`src/rtl/uart_periph_fifo.sv`:
```
// uart_periph_fifo: memory-mapped UART with TX/RX FIFOs, programmable 16x baud tick,
// optional parity, sticky error flags and a level interrupt.
module uart_periph_fifo #(
    parameter int DATA_BITS  = 8,
    parameter int FIFO_DEPTH = 16,
    parameter int DIV_RESET  = 650
) (
    input  logic        clk_i,
    input  logic        reset_ni,
    input  logic [1:0]  addr_i,
    input  logic        wr_i,
    input  logic        rd_i,
    input  logic [31:0] wdata_i,
    output logic [31:0] rdata_o,
    input  logic        rx_i,
    output logic        tx_o,
    output logic        irq_o
);
    localparam int AW = $clog2(FIFO_DEPTH);
    localparam int CW = AW + 1;
    typedef enum logic [2:0] {IDLE, START, DATA, PARITY, STOP} state_e;

    logic [5:0] ctrl_q;
    logic [15:0] div_q, tick_cnt_q;
    logic tick, wr_ctrl, wr_data, wr_div, rd_data, clr;
    logic ovr_q, ferr_q, perr_q, irq_q, tx_q, tx_d;
    logic rx_s1_q, rx_s2_q, rx_s3_q;
    state_e tx_state_q, tx_state_d, rx_state_q, rx_state_d;
    logic [3:0] tx_tcnt_q, tx_tcnt_d, rx_tcnt_q, rx_tcnt_d;
    logic [2:0] tx_bit_q, tx_bit_d, rx_bit_q, rx_bit_d;
    logic [DATA_BITS-1:0] tx_sh_q, tx_sh_d, rx_sh_q, rx_sh_d, tx_head, rx_head;
    logic tx_par_q, tx_par_d, rx_pok_q, rx_pok_d;
    logic tx_bend, tx_start_ok, tx_pop, tx_push, tx_full, tx_empty;
    logic rx_samp, rx_fall, rx_good, rx_ferr, rx_perr, rx_pop, rx_push, rx_full, rx_empty;
    logic [DATA_BITS-1:0] txm_q [FIFO_DEPTH];
    logic [DATA_BITS-1:0] rxm_q [FIFO_DEPTH];
    logic [AW-1:0] txw_q, txr_q, rxw_q, rxr_q;
    logic [CW-1:0] txc_q, rxc_q;
    logic unused_wdata;

    assign unused_wdata = ^wdata_i[31:16];
    assign wr_ctrl = wr_i && addr_i == 2'd0;
    assign wr_data = wr_i && addr_i == 2'd1;
    assign wr_div  = wr_i && addr_i == 2'd2;
    assign rd_data = rd_i && addr_i == 2'd1;
    assign clr     = wr_ctrl && wdata_i[8];
    assign tick    = tick_cnt_q == div_q;

    assign tx_empty = txc_q == '0;
    assign tx_full  = txc_q == CW'(FIFO_DEPTH);
    assign rx_empty = rxc_q == '0;
    assign rx_full  = rxc_q == CW'(FIFO_DEPTH);
    assign tx_head  = txm_q[txr_q];
    assign rx_head  = rx_empty ? '0 : rxm_q[rxr_q];
    // A pop in the same cycle frees the slot, so a full FIFO still accepts the push.
    assign tx_push  = wr_data && (!tx_full || tx_pop);
    assign rx_pop   = rd_data && !rx_empty;
    assign rx_push  = rx_good && (!rx_full || rx_pop);

    assign tx_start_ok = ctrl_q[0] && !tx_empty;
    assign tx_bend     = tick && tx_tcnt_q == 4'd15;
    assign rx_fall     = rx_s3_q && !rx_s2_q;
    assign rx_samp     = tick && rx_tcnt_q == 4'd7;

    always_comb begin
        tx_state_d = tx_state_q;
        tx_tcnt_d  = (tx_state_q != IDLE && tick) ? tx_tcnt_q + 4'd1 : tx_tcnt_q;
        tx_bit_d   = tx_bit_q;
        tx_sh_d    = tx_sh_q;
        tx_par_d   = tx_par_q;
        tx_pop     = 1'b0;
        case (tx_state_q)
            IDLE:    tx_pop = tick && tx_start_ok;
            START:   if (tx_bend) begin
                tx_state_d = DATA;
                tx_bit_d   = 3'd0;
            end
            DATA:    if (tx_bend) begin
                tx_sh_d  = tx_sh_q >> 1;
                tx_bit_d = tx_bit_q + 3'd1;
                if (tx_bit_q == 3'(DATA_BITS - 1)) tx_state_d = ctrl_q[2] ? PARITY : STOP;
            end
            PARITY:  if (tx_bend) tx_state_d = STOP;
            STOP:    if (tx_bend) begin
                tx_state_d = IDLE;
                tx_pop     = tx_start_ok;
            end
            default: tx_state_d = IDLE;
        endcase
        if (tx_pop) begin
            tx_state_d = START;
            tx_tcnt_d  = 4'd0;
            tx_sh_d    = tx_head;
            tx_par_d   = ^tx_head ^ ctrl_q[3];
        end
        tx_d = tx_state_d == START ? 1'b0 : tx_state_d == DATA ? tx_sh_d[0] :
               tx_state_d == PARITY ? tx_par_d : 1'b1;
    end

    // The bit-tick counter free-runs mod 16 from the start edge, so every sample lands on tick 8.
    always_comb begin
        rx_state_d = rx_state_q;
        rx_tcnt_d  = (rx_state_q != IDLE && tick) ? rx_tcnt_q + 4'd1 : rx_tcnt_q;
        rx_bit_d   = rx_bit_q;
        rx_sh_d    = rx_sh_q;
        rx_pok_d   = rx_pok_q;
        rx_good    = 1'b0;
        rx_ferr    = 1'b0;
        rx_perr    = 1'b0;
        case (rx_state_q)
            IDLE:    if (ctrl_q[1] && rx_fall) begin
                rx_state_d = START;
                rx_tcnt_d  = 4'd0;
            end
            START:   if (rx_samp) begin
                rx_state_d = rx_s2_q ? IDLE : DATA;
                rx_bit_d   = 3'd0;
                rx_pok_d   = 1'b1;
            end
            DATA:    if (rx_samp) begin
                rx_sh_d  = {rx_s2_q, rx_sh_q[DATA_BITS-1:1]};
                rx_bit_d = rx_bit_q + 3'd1;
                if (rx_bit_q == 3'(DATA_BITS - 1)) rx_state_d = ctrl_q[2] ? PARITY : STOP;
            end
            PARITY:  if (rx_samp) begin
                rx_pok_d   = rx_s2_q == (^rx_sh_q ^ ctrl_q[3]);
                rx_state_d = STOP;
            end
            STOP:    if (rx_samp) begin
                rx_state_d = IDLE;
                rx_ferr    = !rx_s2_q;
                rx_perr    = rx_s2_q && !rx_pok_q;
                rx_good    = rx_s2_q && rx_pok_q;
            end
            default: rx_state_d = IDLE;
        endcase
    end

    always_ff @(posedge clk_i) begin
        if (tx_push) txm_q[txw_q] <= wdata_i[DATA_BITS-1:0];
        if (rx_push) rxm_q[rxw_q] <= rx_sh_q;
    end

    always_ff @(posedge clk_i or negedge reset_ni) begin
        if (!reset_ni) begin
            ctrl_q     <= '0;
            div_q      <= 16'(DIV_RESET);
            tick_cnt_q <= '0;
            {ovr_q, ferr_q, perr_q, irq_q} <= '0;
            tx_q       <= 1'b1;
            {rx_s1_q, rx_s2_q, rx_s3_q} <= '1;
            tx_state_q <= IDLE;
            rx_state_q <= IDLE;
            {tx_tcnt_q, rx_tcnt_q, tx_bit_q, rx_bit_q} <= '0;
            {tx_sh_q, rx_sh_q, tx_par_q, rx_pok_q} <= '0;
            {txw_q, txr_q, rxw_q, rxr_q, txc_q, rxc_q} <= '0;
        end else begin
            if (wr_ctrl) ctrl_q <= wdata_i[5:0];
            if (wr_div) div_q <= wdata_i[15:0];
            tick_cnt_q <= (wr_div || tick) ? '0 : tick_cnt_q + 16'd1;
            ovr_q      <= (rx_good && rx_full && !rx_pop) || (ovr_q && !clr);
            ferr_q     <= rx_ferr || (ferr_q && !clr);
            perr_q     <= rx_perr || (perr_q && !clr);
            irq_q      <= (ctrl_q[4] && !rx_empty) || (ctrl_q[5] && tx_empty);
            tx_q       <= tx_d;
            {rx_s1_q, rx_s2_q, rx_s3_q} <= {rx_i, rx_s1_q, rx_s2_q};
            tx_state_q <= tx_state_d;
            rx_state_q <= rx_state_d;
            {tx_tcnt_q, rx_tcnt_q, tx_bit_q, rx_bit_q} <= {tx_tcnt_d, rx_tcnt_d, tx_bit_d, rx_bit_d};
            {tx_sh_q, rx_sh_q, tx_par_q, rx_pok_q} <= {tx_sh_d, rx_sh_d, tx_par_d, rx_pok_d};
            txw_q <= txw_q + AW'(tx_push);
            txr_q <= txr_q + AW'(tx_pop);
            txc_q <= txc_q + CW'(tx_push) - CW'(tx_pop);
            rxw_q <= rxw_q + AW'(rx_push);
            rxr_q <= rxr_q + AW'(rx_pop);
            rxc_q <= rxc_q + CW'(rx_push) - CW'(rx_pop);
        end
    end

    assign rdata_o = addr_i == 2'd0 ? {11'd0, tx_state_q != IDLE, rx_empty, rx_full, tx_empty, tx_full,
                                       5'd0, perr_q, ferr_q, ovr_q, 2'd0, ctrl_q} :
                     addr_i == 2'd1 ? 32'(rx_head) :
                     addr_i == 2'd2 ? {16'd0, div_q} :
                                      {7'd0, 9'(rxc_q), 7'd0, 9'(txc_q)};
    assign tx_o  = tx_q;
    assign irq_o = irq_q;
endmodule
```
`config.mk`:
```
export PLATFORM = sky130hd
export DESIGN_NAME = uart_periph_fifo
export DESIGN_NICKNAME = d
export VERILOG_FILES = /design/src/rtl/uart_periph_fifo.sv
export SDC_FILE = /design/constraint.sdc
export NUM_CORES = 1
export LEC_CHECK = 0
export BUFFER_PORTS_ARGS = -buffer_cell sky130_fd_sc_hd__buf_2
export CORE_ASPECT_RATIO = 0.8
export CORE_MARGIN = 5
export CORE_UTILIZATION = 50
export DETAILED_ROUTE_END_ITERATION = 10
export PLACE_DENSITY = 0.77
export SLEW_MARGIN = 20
export SYNTH_ARGS = -nofsm -noshare
export SYNTH_HDL_FRONTEND = slang
export SYNTH_SLANG_ARGS = --single-unit
```
`constraint.sdc`:
```
create_clock -name clk_i -period 3.2 [get_ports clk_i]
set_input_delay 0.16 -clock clk_i [delete_from_list [all_inputs] [get_ports clk_i]]
set_output_delay 0.16 -clock clk_i [all_outputs]
set_load 0.02 [all_outputs]
```
==> impl_metrics.tcl, run 1 <==
set metrics [dict create \
    antenna_violations_before_repair 0 \
    io_pins 73 \
    comb_power_share 0.155 \
    timing.critical_path.slowest_stage_cell "dfstp_2" \
    power.share.clock 0.351 \
    p_sw_frac 0.2606 \
    drive_above_1_share 0.2620 \
    yosys.cell_types.count 57 \
    critPathCaptureType "register" \
    post-route-worst-setup-slack_ns -0.1652 \
    detail-route-antenna-nets 0 \
    tritoncts "yes" \
    critical_path_peak_fanout 8 \
    status "complete, but fails checks" \
    fill_cells 2297 \
    placement.io_buffers 45 \
    wire_per_inst_um 21.35 \
    postSynth.topFlopCell "edfxtp_1" \
    drt_drc_violations_left 0 \
    clock_latency_ns 0.52 \
    criticalPathCategory "reg2reg" \
    postSynthRegisterBits 366 \
    yosys_warnings 0 \
    net_switching_power_mw 2.999 \
    syn2layout_area_growth_pct 16.21 \
    seq_power_share 0.494 \
    failed_checks "setup timing" \
    syn_avg_cell_area_um2 15.65 \
    cts.path.max_buffers 3 \
    initialDrtViolationCount 870 \
    layout.core_utilization 0.5833 \
    grt_pass1_vias 9080 \
    finalMaxSlewViolations 0 \
    finalHoldViolCount 0 \
    clock_tree.root_cell "clkbuf_16" \
    floorplan.initialDensity 0.5020 \
    detail_route.vias_per_cell 5.718 \
    post-dp-hpwl_um 21650 \
    num-nets-final 1193 \
    internal_power_mw 8.509 \
    cp_data_required_time_ns 3.43 \
    worst-path-buf-inv 4 \
    final-setup-viol-count 81 \
    max_slew_margin 0.4412 \
    final_worst_path_cycle_share 1.052 \
    maximum_level_of_the_cts_h_tree 2 \
    netlist_instances 1001 \
    num_rows 58 \
    drt_first_pass_iters 5 \
    worst_hold_path_type "in2reg" \
    detailroute.via_count 8972 \
    share_of_synthesized_registers_carrying_an_async_set_or_reset 0.3005 \
    achievable-frequency_mhz 297.2 \
    globalRouteOverflowTotal 0 \
    grt_pass1_wl_um 52170 \
    peakVddDrop_mv 0.4167 \
    clock_buffer_count_from_cts 35 \
    place_congestion 0.8409 \
    skew_ns 0.01344 \
    timing.critical_path.max_delay_family "simple AND/OR/NAND/NOR gates" \
    clk_pin_slew_worst_paths_ns 0.07 \
    netlist_area_mm2 0.01566 \
    critPathLaunchType "register" \
    cts.sinks 366 \
    synth_seq_area_share 0.6671 \
    hold-path-cell-count 1 \
    tightestPinTransition_ns 0.8265 \
    maximum_number_of_pins_on_one_net_before_global_route_repair 51 \
    unrepaired_setup_endpoints_after_global_routing "true" \
    timing.reg2reg.worst_path_depth 11 \
    worstPathCellList "xor2_1 > nor4_1 > nand4_1 > buf_6 > a2111oi_4 > inv_2 > a2111oi_4 > buf_4 > or3b_4 > nor2_2 > buf_6" \
    p_per_area_mw_per_mm2 632.2 \
    antenna-diode-count 0 \
    die_width_um 207.9 \
    global_route.usage.total 0.1896 \
    critical_path_arrival_ns 3.59 \
    die_h_um 168.3 \
    totalPowerFinal_mw 11.51 \
    finalCriticalPeriod_ns 3.365 \
    max_incr_delay_on_cp_ns 0.57 \
    cap_viol_max_count 0 \
    power.static_leakage_nw 7.093 \
    routed_wl_um 33510 \
    synth-edff-count 256 \
    design.die.area_mm2 0.03499 \
    core_area_mm2 0.03120 \
    timing.critical_path.depth 11 \
]
-- flip-flops by register name (all words and copies together) (netlist names), 3 cells and up --
register    flops
ctrl_q          6
div_q          16
rx_bit_q        3
rx_sh_q         8
rx_state_q      3
rx_tcnt_q       4
rxc_q           5
rxm_q         128
rxr_q           4
rxw_q           4
tick_cnt_q     16
tx_bit_q        3
tx_sh_q         8
tx_state_q      3
tx_tcnt_q       4
txc_q           5
txm_q         128
txr_q           4
txw_q           4
-- final timing paths --
kind	startpoint	to	slack [ns]
min in group asynchronous	reset_ni	rx_tcnt_q[0]	0.21
min reg2reg	rx_s1_q	rx_s2_q	0.36
max in group asynchronous	reset_ni	txr_q[0]	2.18
max reg2reg	div_q[1]	txm_q[12][4]	-0.17
max	div_q[1]	txm_q[12][4]	-0.17
min	wdata_i[3]	txm_q[8][3]	0.09
-- per-stage QoR --
stage | setup TNS (ns) | std cells | instance area, µm² | hold WS, ns | setup slack [ns]
floorplan | 0 | 1011 | 15710 | -0.1356 | 0.1203
global placement | -0.03100 | 1488 | 16730 | 0.2287 | -0.03100
detailed placement | -4.395 | 1488 | 16730 | 0.2361 | -0.1120
CTS | 0 | 1560 | 17970 | 0.06833 | 0.000002442
global route | -23.06 | 1569 | 18200 | 0.07970 | -0.2798
finish | -8.949 | 1569 | 18200 | 0.08838 | -0.1652
-- cells by family (layout without fill, tap and decap cells) --
logic type	after synthesis	count (layout)	share of synthesized area
AO/OA/AOI/OAI	108	108	0.04984
XOR/XNOR	67	67	0.03834
adder cells (fa/ha/maj)	29	29	0.02412
buffers and inverters	87	225	0.02524
flip-flops	366	366	0.6671
multiplexers	131	131	0.1309
other	1	11	0.0002394
AND/OR/NAND/NOR	212	212	0.06414
-- cells in the mapped netlist (all sizes together), types with 3 or more instances --
cell type	count	share of area
mux4	56	0.081
dfrtp	102	0.16
and3	9	0.0036
xnor2	31	0.017
nor2	72	0.017
a221oi	20	0.011
o21ai	28	0.0089
nor3	13	0.0045
nand2	61	0.015
nor4b	3	0.0017
a22oi	11	0.0053
mux2	31	0.022
a21oi	15	0.0048
a22o	12	0.0067
nand3b	4	0.0019
o22ai	6	0.0024
xor2	35	0.020
clkbuf	31	0.0074
nor2b	3	0.0012
buf	26	0.011
ha	27	0.022
nand3	17	0.0054
edfxtp	256	0.49
mux2i	44	0.028
nand4	5	0.0020
dfstp	8	0.013
nand2b	5	0.0020
nor4	7	0.0032
a21o	6	0.0029
inv	30	0.0072
-- layout make-up --
type	instances	area, µm²	area share
Clock inverter	13	118.9	0.006530
Multi-Input combinational cell	558	4966	0.2728
Timing Repair Buffer	134	1030	0.05657
Sequential cell	366	10450	0.5742
Clock buffer	48	997.2	0.05478
Tap cell	420	525.5	0.02887
Inverter	30	112.6	0.006186
-- metal layers --
layer | vias to the layer above | global-route usage | part of all wire
li1 | 4023 | - | -
met1 | 4593 | 0.2689 | 0.43
met2 | 310 | 0.3007 | 0.48
met3 | 46 | 0.04415 | 0.070
met4 | 0 | 0.05081 | 0.020
met5 | - | 0 | 0
-- power by group through the flow --
stage / clock (mW) / sequential [mW] / combinational, mW
3_5_place_dp: 0 / 5.74 / 1.67
2_1_floorplan: 0 / 5.58 / 1.32
4_1_cts: 4.11 / 5.65 / 1.71
5_1_grt: 4.33 / 5.72 / 1.96
6_report: 4.04 / 5.68 / 1.78
3_3_place_gp: 0 / 5.72 / 1.64
-- cells in the final DEF (no fill, tap or decap), drive strengths merged, types with 6 or more instances in the layout --
cell type / synthesis / layout
inv: 30 / 30
dfstp: 8 / 8
nor3: 13 / 13
xnor2: 31 / 31
buf: 26 / 123
dfrtp: 102 / 102
o22ai: 6 / 6
mux2: 31 / 31
mux4: 56 / 56
and3: 9 / 9
edfxtp: 256 / 256
nor2: 72 / 72
clkinv: 0 / 8
a221oi: 20 / 20
a21oi: 15 / 15
mux2i: 44 / 44
nand3: 17 / 17
a21o: 6 / 6
xor2: 35 / 35
clkbuf: 31 / 49
dlygate4sd3: 0 / 10
conb: 1 / 11
nand2: 61 / 61
o21ai: 28 / 28
a22oi: 11 / 11
ha: 27 / 27
nor4: 7 / 7
a22o: 12 / 12
-- timing repair --
action / 4_1_cts / 5_1_grt
hold endpoints to repair: 54 / 0
hold buffers: 10 / 0
cloned: 0 / 2
endpoints found under the setup margin: 66 / 218
resized for setup: 4 / 37
setup buffers: 1 / 7
pin swaps: 0 / 15
No activity file was read; power rests on OpenSTA's default activity.
==> run 2, diff against run 1 <==
GPL_TIMING_DRIVEN = 0   (was not set)
==> run 2 against run 1 <==
  * The flow still finishes with violations (setup timing)
  * Cell count grew 1.7%
  * Global-route usage is 1.0 points higher
  * Register-to-register slack better by 0.12 ns
  * Power up 2.0%
  * Sequential cell count unchanged
  * Final area is 3.3% higher
  * Setup slack improved by 0.12 ns
  * Sequential share of layout area is 1.8 points lower
  * Critical path depth stayed put
  * Wire length increased by 4.8%
  * Critical endpoint is now rxm_q[8][2]
==> impl_metrics.tcl, run 2 (synthesis gave the netlist of run 1 again) <==
set metrics [dict create \
    drt_first_pass_iters 5 \
    final_common_cell "edfxtp_1" \
    worst_hold_path_type "in2reg" \
    critPathLaunchType "register" \
    place_congestion 0.8636 \
    skew_ns 0.02690 \
    grt_pass1_wl_um 54660 \
    critPathCaptureType "register" \
    cp_data_required_time_ns 3.44 \
    design.die.area_mm2 0.03499 \
    power.share.clock 0.354 \
    status "complete, but fails checks" \
    final_area_mm2 0.01881 \
    maximum_number_of_pins_on_one_net_before_global_route_repair 73 \
    drt_drc_violations_left 0 \
    finalHoldViolCount 0 \
    area_taken_by_flip_flops_and_latches_mm2 0.01045 \
    io_pins 73 \
    net_switching_power_mw 3.147 \
    achievable-frequency_mhz 307.9 \
    power.static_leakage_nw 7.176 \
    critical_path_arrival_ns 3.49 \
    grt_pass1_vias 9390 \
    peakVddDrop_mv 0.4211 \
    globalRouteOverflowTotal 0 \
    cts.path.max_buffers 3 \
    layout.core_utilization 0.6028 \
    comb_power_share 0.167 \
    seq_power_share 0.479 \
    finalCriticalPeriod_ns 3.248 \
    pre_cts_ws_ns -1.144 \
    drive_above_1_share 0.2809 \
    core_area_mm2 0.03120 \
    clock_latency_ns 0.54 \
    post-route-worst-setup-slack_ns -0.04830 \
    internal_power_mw 8.587 \
    antenna_violations_before_repair 0 \
    failed_checks "setup timing" \
    antenna-diode-count 0 \
    maximum_level_of_the_cts_h_tree 2 \
    criticalPathCategory "reg2reg" \
    routed_wl_um 35110 \
    global_route.usage.total 0.1997 \
    critical_path_peak_fanout 8 \
    placement.io_buffers 44 \
    num-nets-final 1218 \
    finalMaxSlewViolations 0 \
    detailroute.via_count 9218 \
    fin_worst_hold_slack_ns 0.03984 \
    post-dp-hpwl_um 21720 \
    area_after_dpl_mm2 0.01652 \
    final-setup-viol-count 23 \
    tightestPinTransition_ns 0.9042 \
    p_sw_frac 0.2682 \
    most_used_cells_in_the_layout_excluding_fill_and_tap_cells "edfxtp_1, dfrtp_1, nand2_1" \
    totalNegativeSetupSlack_ns -0.5614 \
    final_worst_path_cycle_share 1.015 \
    tritoncts "yes" \
    die_width_um 207.9 \
    cts.sinks 366 \
    p_per_area_mw_per_mm2 623.8 \
    cap_viol_max_count 0 \
    detail_route.vias_per_cell 5.779 \
    multi_input_comb_area_mm2 0.005261 \
    max_slew_margin 0.3939 \
    detail-route-antenna-nets 0 \
    initialDrtViolationCount 942 \
    syn2layout_area_growth_pct 20.09 \
    clock_buffer_count_from_cts 35 \
    fill_cells 2183 \
    num_rows 58 \
    wire_per_inst_um 22.01 \
    biggest_regs "rxm_q (128), txm_q (128)" \
    clk_pin_slew_worst_paths_ns 0.07 \
    unrepaired_setup_endpoints_after_global_routing "true" \
    clock_tree.root_cell "clkbuf_16" \
    die_h_um 168.3 \
    floorplan.initialDensity 0.5020 \
]
[run 2: cell count changes in the layout (fill, tap and decap cells not counted), moves of 3 or more]
cell and change:
clkbuf_1 +24, buf_4 -22, nor2_4 +21, nor2_1 -18, buf_12 +17, nor3_4 +8, buf_6 -6, nor3_1 -6
buf_2 +5, clkbuf_2 +3, nor2_2 -3
[run 2: power groups by stage]
stage | registers (mW) | clock network, mW | logic (mW)
finish | 5.62 | 4.15 | 1.97
global route | 5.65 | 4.42 | 2.17
CTS | 5.59 | 4.17 | 1.92
detailed placement | 5.65 | 0 | 1.76
global placement | 5.64 | 0 | 1.69
floorplan | 5.58 | 0 | 1.32
[run 2: final timing paths]
check	start	to	slack (ns)	cells after the start
setup / recovery	tick_cnt_q[6]	rxm_q[8][2]	-0.05	11
hold / removal	wdata_i[7]	txm_q[15][7]	0.04	1
setup reg to reg	tick_cnt_q[6]	rxm_q[8][2]	-0.05	11
hold reg to reg	rx_s1_q	rx_s2_q	0.36	0
max in group asynchronous	reset_ni	tx_o	2.35	3
min in group asynchronous	reset_ni	tick_cnt_q[8]	0.11	2
[run 2: stage by stage]
stage	power [mW]	instances
2_1_floorplan	6.904	1011
5_1_grt	12.24	1595
4_1_cts	11.68	1581
3_5_place_dp	7.409	1476
6_report	11.73	1595
3_3_place_gp	7.335	1475
[run 2: timing repair]
item	CTS	global route
pin swaps	24	25
hold buffers	10	0
buffers inserted	34	16
resized for setup	98	30
endpoints found under the hold margin	117	0
endpoints found under the setup margin	292	289
[run 2: worst max-delay path, stage by stage (launching register included)]
cell and delay, ns:
dfrtp_1 0.45, xor2_1 0.20, nor4_1 0.27, nand4_1 0.15, buf_6 0.17, buf_4 0.14, nor4_4 0.17, nand2_2 0.13
nor3b_4 0.35, nand3b_1 0.43, nor3_4 0.33, buf_12 0.18
[run 2: cell type report]
type | count | area share
clock inverters | 14 | 0.008248
plain buffers | 55 | 0.01756
flip-flops and latches | 366 | 0.5557
clock buffers | 48 | 0.05195
inverters | 30 | 0.005986
well taps | 420 | 0.02794
multi-input cells | 558 | 0.2797
repair buffers | 104 | 0.05288
[run 2: per-layer routing]
| metal | global-route usage | wire [µm] | vias to the layer above |
|---|---|---|---|
| met5 | 0 | 0 | - |
| met4 | 0.06280 | 1049 | 0 |
| met3 | 0.04769 | 2537 | 84 |
| met2 | 0.3189 | 16910 | 370 |
| met1 | 0.2763 | 14620 | 4670 |
| li1 | - | - | 4094 |
==> run 3, diff against run 2 <==
ABC_AREA = 1   (was not set)
GPL_ROUTABILITY_DRIVEN = 0   (was not set)
PLACE_DENSITY = 0.74   (was 0.77)
clock period = 3.4 ns   (was 3.2 ns; I/O delays follow)
==> run 3 against run 2 <==
  * The flow now finishes without violations
  * Clock power decreased by 3%
  * Critical path depth decreased by 1
  * Count of clock-buffer cells in the layout increased by 6
  * Utilization decreased by 2.9 points
  * First-iteration DRC count increased by 32%
  * Final area decreased by 1.4%
  * Register-to-register slack improved by 0.18 ns
  * Cell count increased by 30%
  * Wire length increased by 11%
  * Sequential share of layout area increased by 0.76 points
  * Hold slack got worse by 0.0049 ns
  * Combinational power increased by 29%
  * Critical path type is now reg2out
  * Largest cell class unchanged
==> impl_metrics.tcl, run 3 <==
set metrics [dict create \
    clock_buffer_count_from_cts 38 \
    drt_drc_violations_left 0 \
    power.static_leakage_nw 7.774 \
    clock_latency_ns 0.53 \
    die_h_um 171.5 \
    finalHoldViolCount 0 \
    timing.reg2reg.setup_slack_ns 0.13 \
    final_common_cell "nand2_1" \
    pre_cts_ws_ns 0.01329 \
    detail-route-antenna-nets 0 \
    initialDrtViolationCount 1240 \
    final-setup-viol-count 0 \
    critical_path_peak_fanout 10 \
    antenna-diode-count 0 \
    ys_top_cells_by_count "nand2_1, edfxtp_1, inv_1, nor2_1, o21ai_0" \
    finalCriticalPeriod_ns 3.320 \
    synth.top_cell.area_share 0.4713 \
    skew_ns 0.01707 \
    area_after_dpl_mm2 0.01714 \
    timing.reg2reg.worst_path_depth 11 \
    totalNegativeSetupSlack_ns 0 \
    netlist_top_cells_area "edfxtp_1, dfrtp_1, nand2_1, o21ai_0, inv_1" \
    hold-path-cell-count 1 \
    totalPowerFinal_mw 11.82 \
    placement.io_buffers 45 \
    drive_above_1_share 0.1317 \
    biggest_regs "rxm_q (128), txm_q (128)" \
    routed_wl_um 39140 \
    achievable-frequency_mhz 301.2 \
    criticalPathCategory "reg2out" \
    most_used_cells_in_the_layout_excluding_fill_and_tap_cells "nand2_1, edfxtp_1, inv_1" \
    global_route.usage.total 0.2135 \
    detailroute.via_count 11570 \
    syn_avg_cell_area_um2 10.81 \
    tritoncts "yes" \
    critPathLaunchType "register" \
    clk_pin_slew_worst_paths_ns 0.06 \
    globalRouteOverflowTotal 0 \
    post-route-worst-setup-slack_ns 0.07968 \
    final_area_mm2 0.01855 \
    yosys.area.top_type "edfxtp_1" \
    postSynth.topFlopCell "edfxtp_1" \
    die_width_um 211.9 \
    postSynthRegisterBits 366 \
    tightestPinTransition_ns 0.8237 \
    worst_hold_path_type "in2reg" \
    rr_endpoint "rxm_q[8][0]" \
    post-dp-hpwl_um 26480 \
    status "finished clean" \
    critical_path_arrival_ns 3.15 \
    cp_data_required_time_ns 3.23 \
    rr_startpoint "div_q[3]" \
    maximum_level_of_the_cts_h_tree 2 \
    core_area_mm2 0.03233 \
    layout.core_utilization 0.5738 \
    design.die.area_mm2 0.03635 \
    share_of_synthesized_registers_carrying_an_async_set_or_reset 0.3005 \
    cap_viol_max_count 0 \
    netlist_area_mm2 0.01631 \
    hold_path_end "txm_q[15][2]" \
    netlist_instances 1509 \
    detail_route.vias_per_cell 5.574 \
    unrepaired_setup_endpoints_after_global_routing "true" \
    finalMaxSlewViolations 0 \
    grt_pass1_vias 11130 \
    antenna_violations_before_repair 1 \
    cts.sinks 366 \
    hold_path_startpoint "wdata_i[2]" \
    num-nets-final 1686 \
    clock_tree.root_cell "clkbuf_16" \
    p_per_area_mw_per_mm2 637.3 \
    drt_first_pass_iters 6 \
    peakVddDrop_mv 0.5492 \
    cts.path.max_buffers 3 \
    synth_seq_area_share 0.6407 \
    final_worst_path_cycle_share 0.9766 \
    maximum_number_of_pins_on_one_net_before_global_route_repair 77 \
    yosys_warnings 0 \
    grt_pass1_wl_um 60660 \
    critPathCaptureType "output port" \
    synth-edff-count 256 \
    max_slew_margin 0.4488 \
    syn2layout_area_growth_pct 13.75 \
    synth_most_common_cell "nand2_1" \
    io_pins 73 \
    wire_per_inst_um 18.86 \
    floorplan.initialDensity 0.5044 \
    yosys.cell_types.count 50 \
    num_rows 59 \
]
run 3: power breakdown:
group / internal, mW / total, mW / switching (mW) / leakage, nW
Sequential: 5.01 / 5.23 / 0.216 / 4.04
Clock: 2.32 / 4.04 / 1.72 / 0.603
Combinational: 0.832 / 2.55 / 1.72 / 3.13
Total: 8.17 / 11.8 / 3.66 / 7.77
run 3: worst max-delay path, stage by stage, from the launching register on:
cell	delay, ns
dfrtp_1	0.36
clkbuf_1	0.20
buf_2	0.31
buf_2	0.31
mux2i_1	0.14
o211ai_1	0.25
o21ai_0	0.16
o22ai_1	0.41
nand2_1	0.11
o221ai_1	0.13
buf_2	0.23
run 3: final cells by class:
cell class	instances	area (µm²)
tap	427	534.3
clock buffer	54	1082
clock inverter	16	130.1
buffer	63	341.6
inverter	173	651.9
timing repair buffer	59	381.6
sequential	366	10450
multi-input combinational	917	4980
fill	2609	13780
run 3: through the flow:
| step | cells | hold slack (ns) |
|---|---|---|
| final | 2075 | 0.03496 |
| after global routing | 2075 | 0.02878 |
| after CTS | 2072 | 0.01829 |
| after detailed placement | 1992 | 0.08821 |
| after global placement | 1991 | 0.2782 |
| after floorplan | 1519 | -0.1256 |
run 3: worst max path at each step:
stage,start,endpoint,slack [ns],depth (start not counted)
after floorplan,rxc_q[3],rxc_q[4],0.65,17
after global placement,div_q[3],txm_q[6][6],0.09,11
after detailed placement,div_q[3],txm_q[6][1],0.01,11
after CTS,rxc_q[3],rxc_q[4],0.01,17
after global routing,rxr_q[0],rdata_o[3],-0.09,10
final,rxr_q[0],rdata_o[5],0.08,10
run 3: kinds of logic after synthesis:
kind of cell    share of synthesized area
xor+xnor                          0.01826
mux                               0.02371
flops                              0.6407
fa+ha+maj                         0.02317
other cells                     0.0002299
buf+inv                           0.06053
compound gates                    0.09406
simple gates                       0.1393
run 3: repair_timing:
| action | CTS | global route |
|---|---|---|
| gates resized for setup | 1 | 26 |
| setup endpoints to repair | 2 | 199 |
| endpoints found under the hold margin | 114 | 0 |
| hold buffers | 10 | 0 |
| buffers inserted | 0 | 3 |
| pin swaps | 0 | 1 |
run 3: metal layers:
metal | track usage | vias up | wire length (µm)
met1 | 0.3138 | 5578 | 17100
met3 | 0.04030 | 86 | 3617
met2 | 0.3315 | 540 | 17370
li1 | - | 5360 | -
met4 | 0.05627 | 2 | 1034
met5 | 0 | - | 12
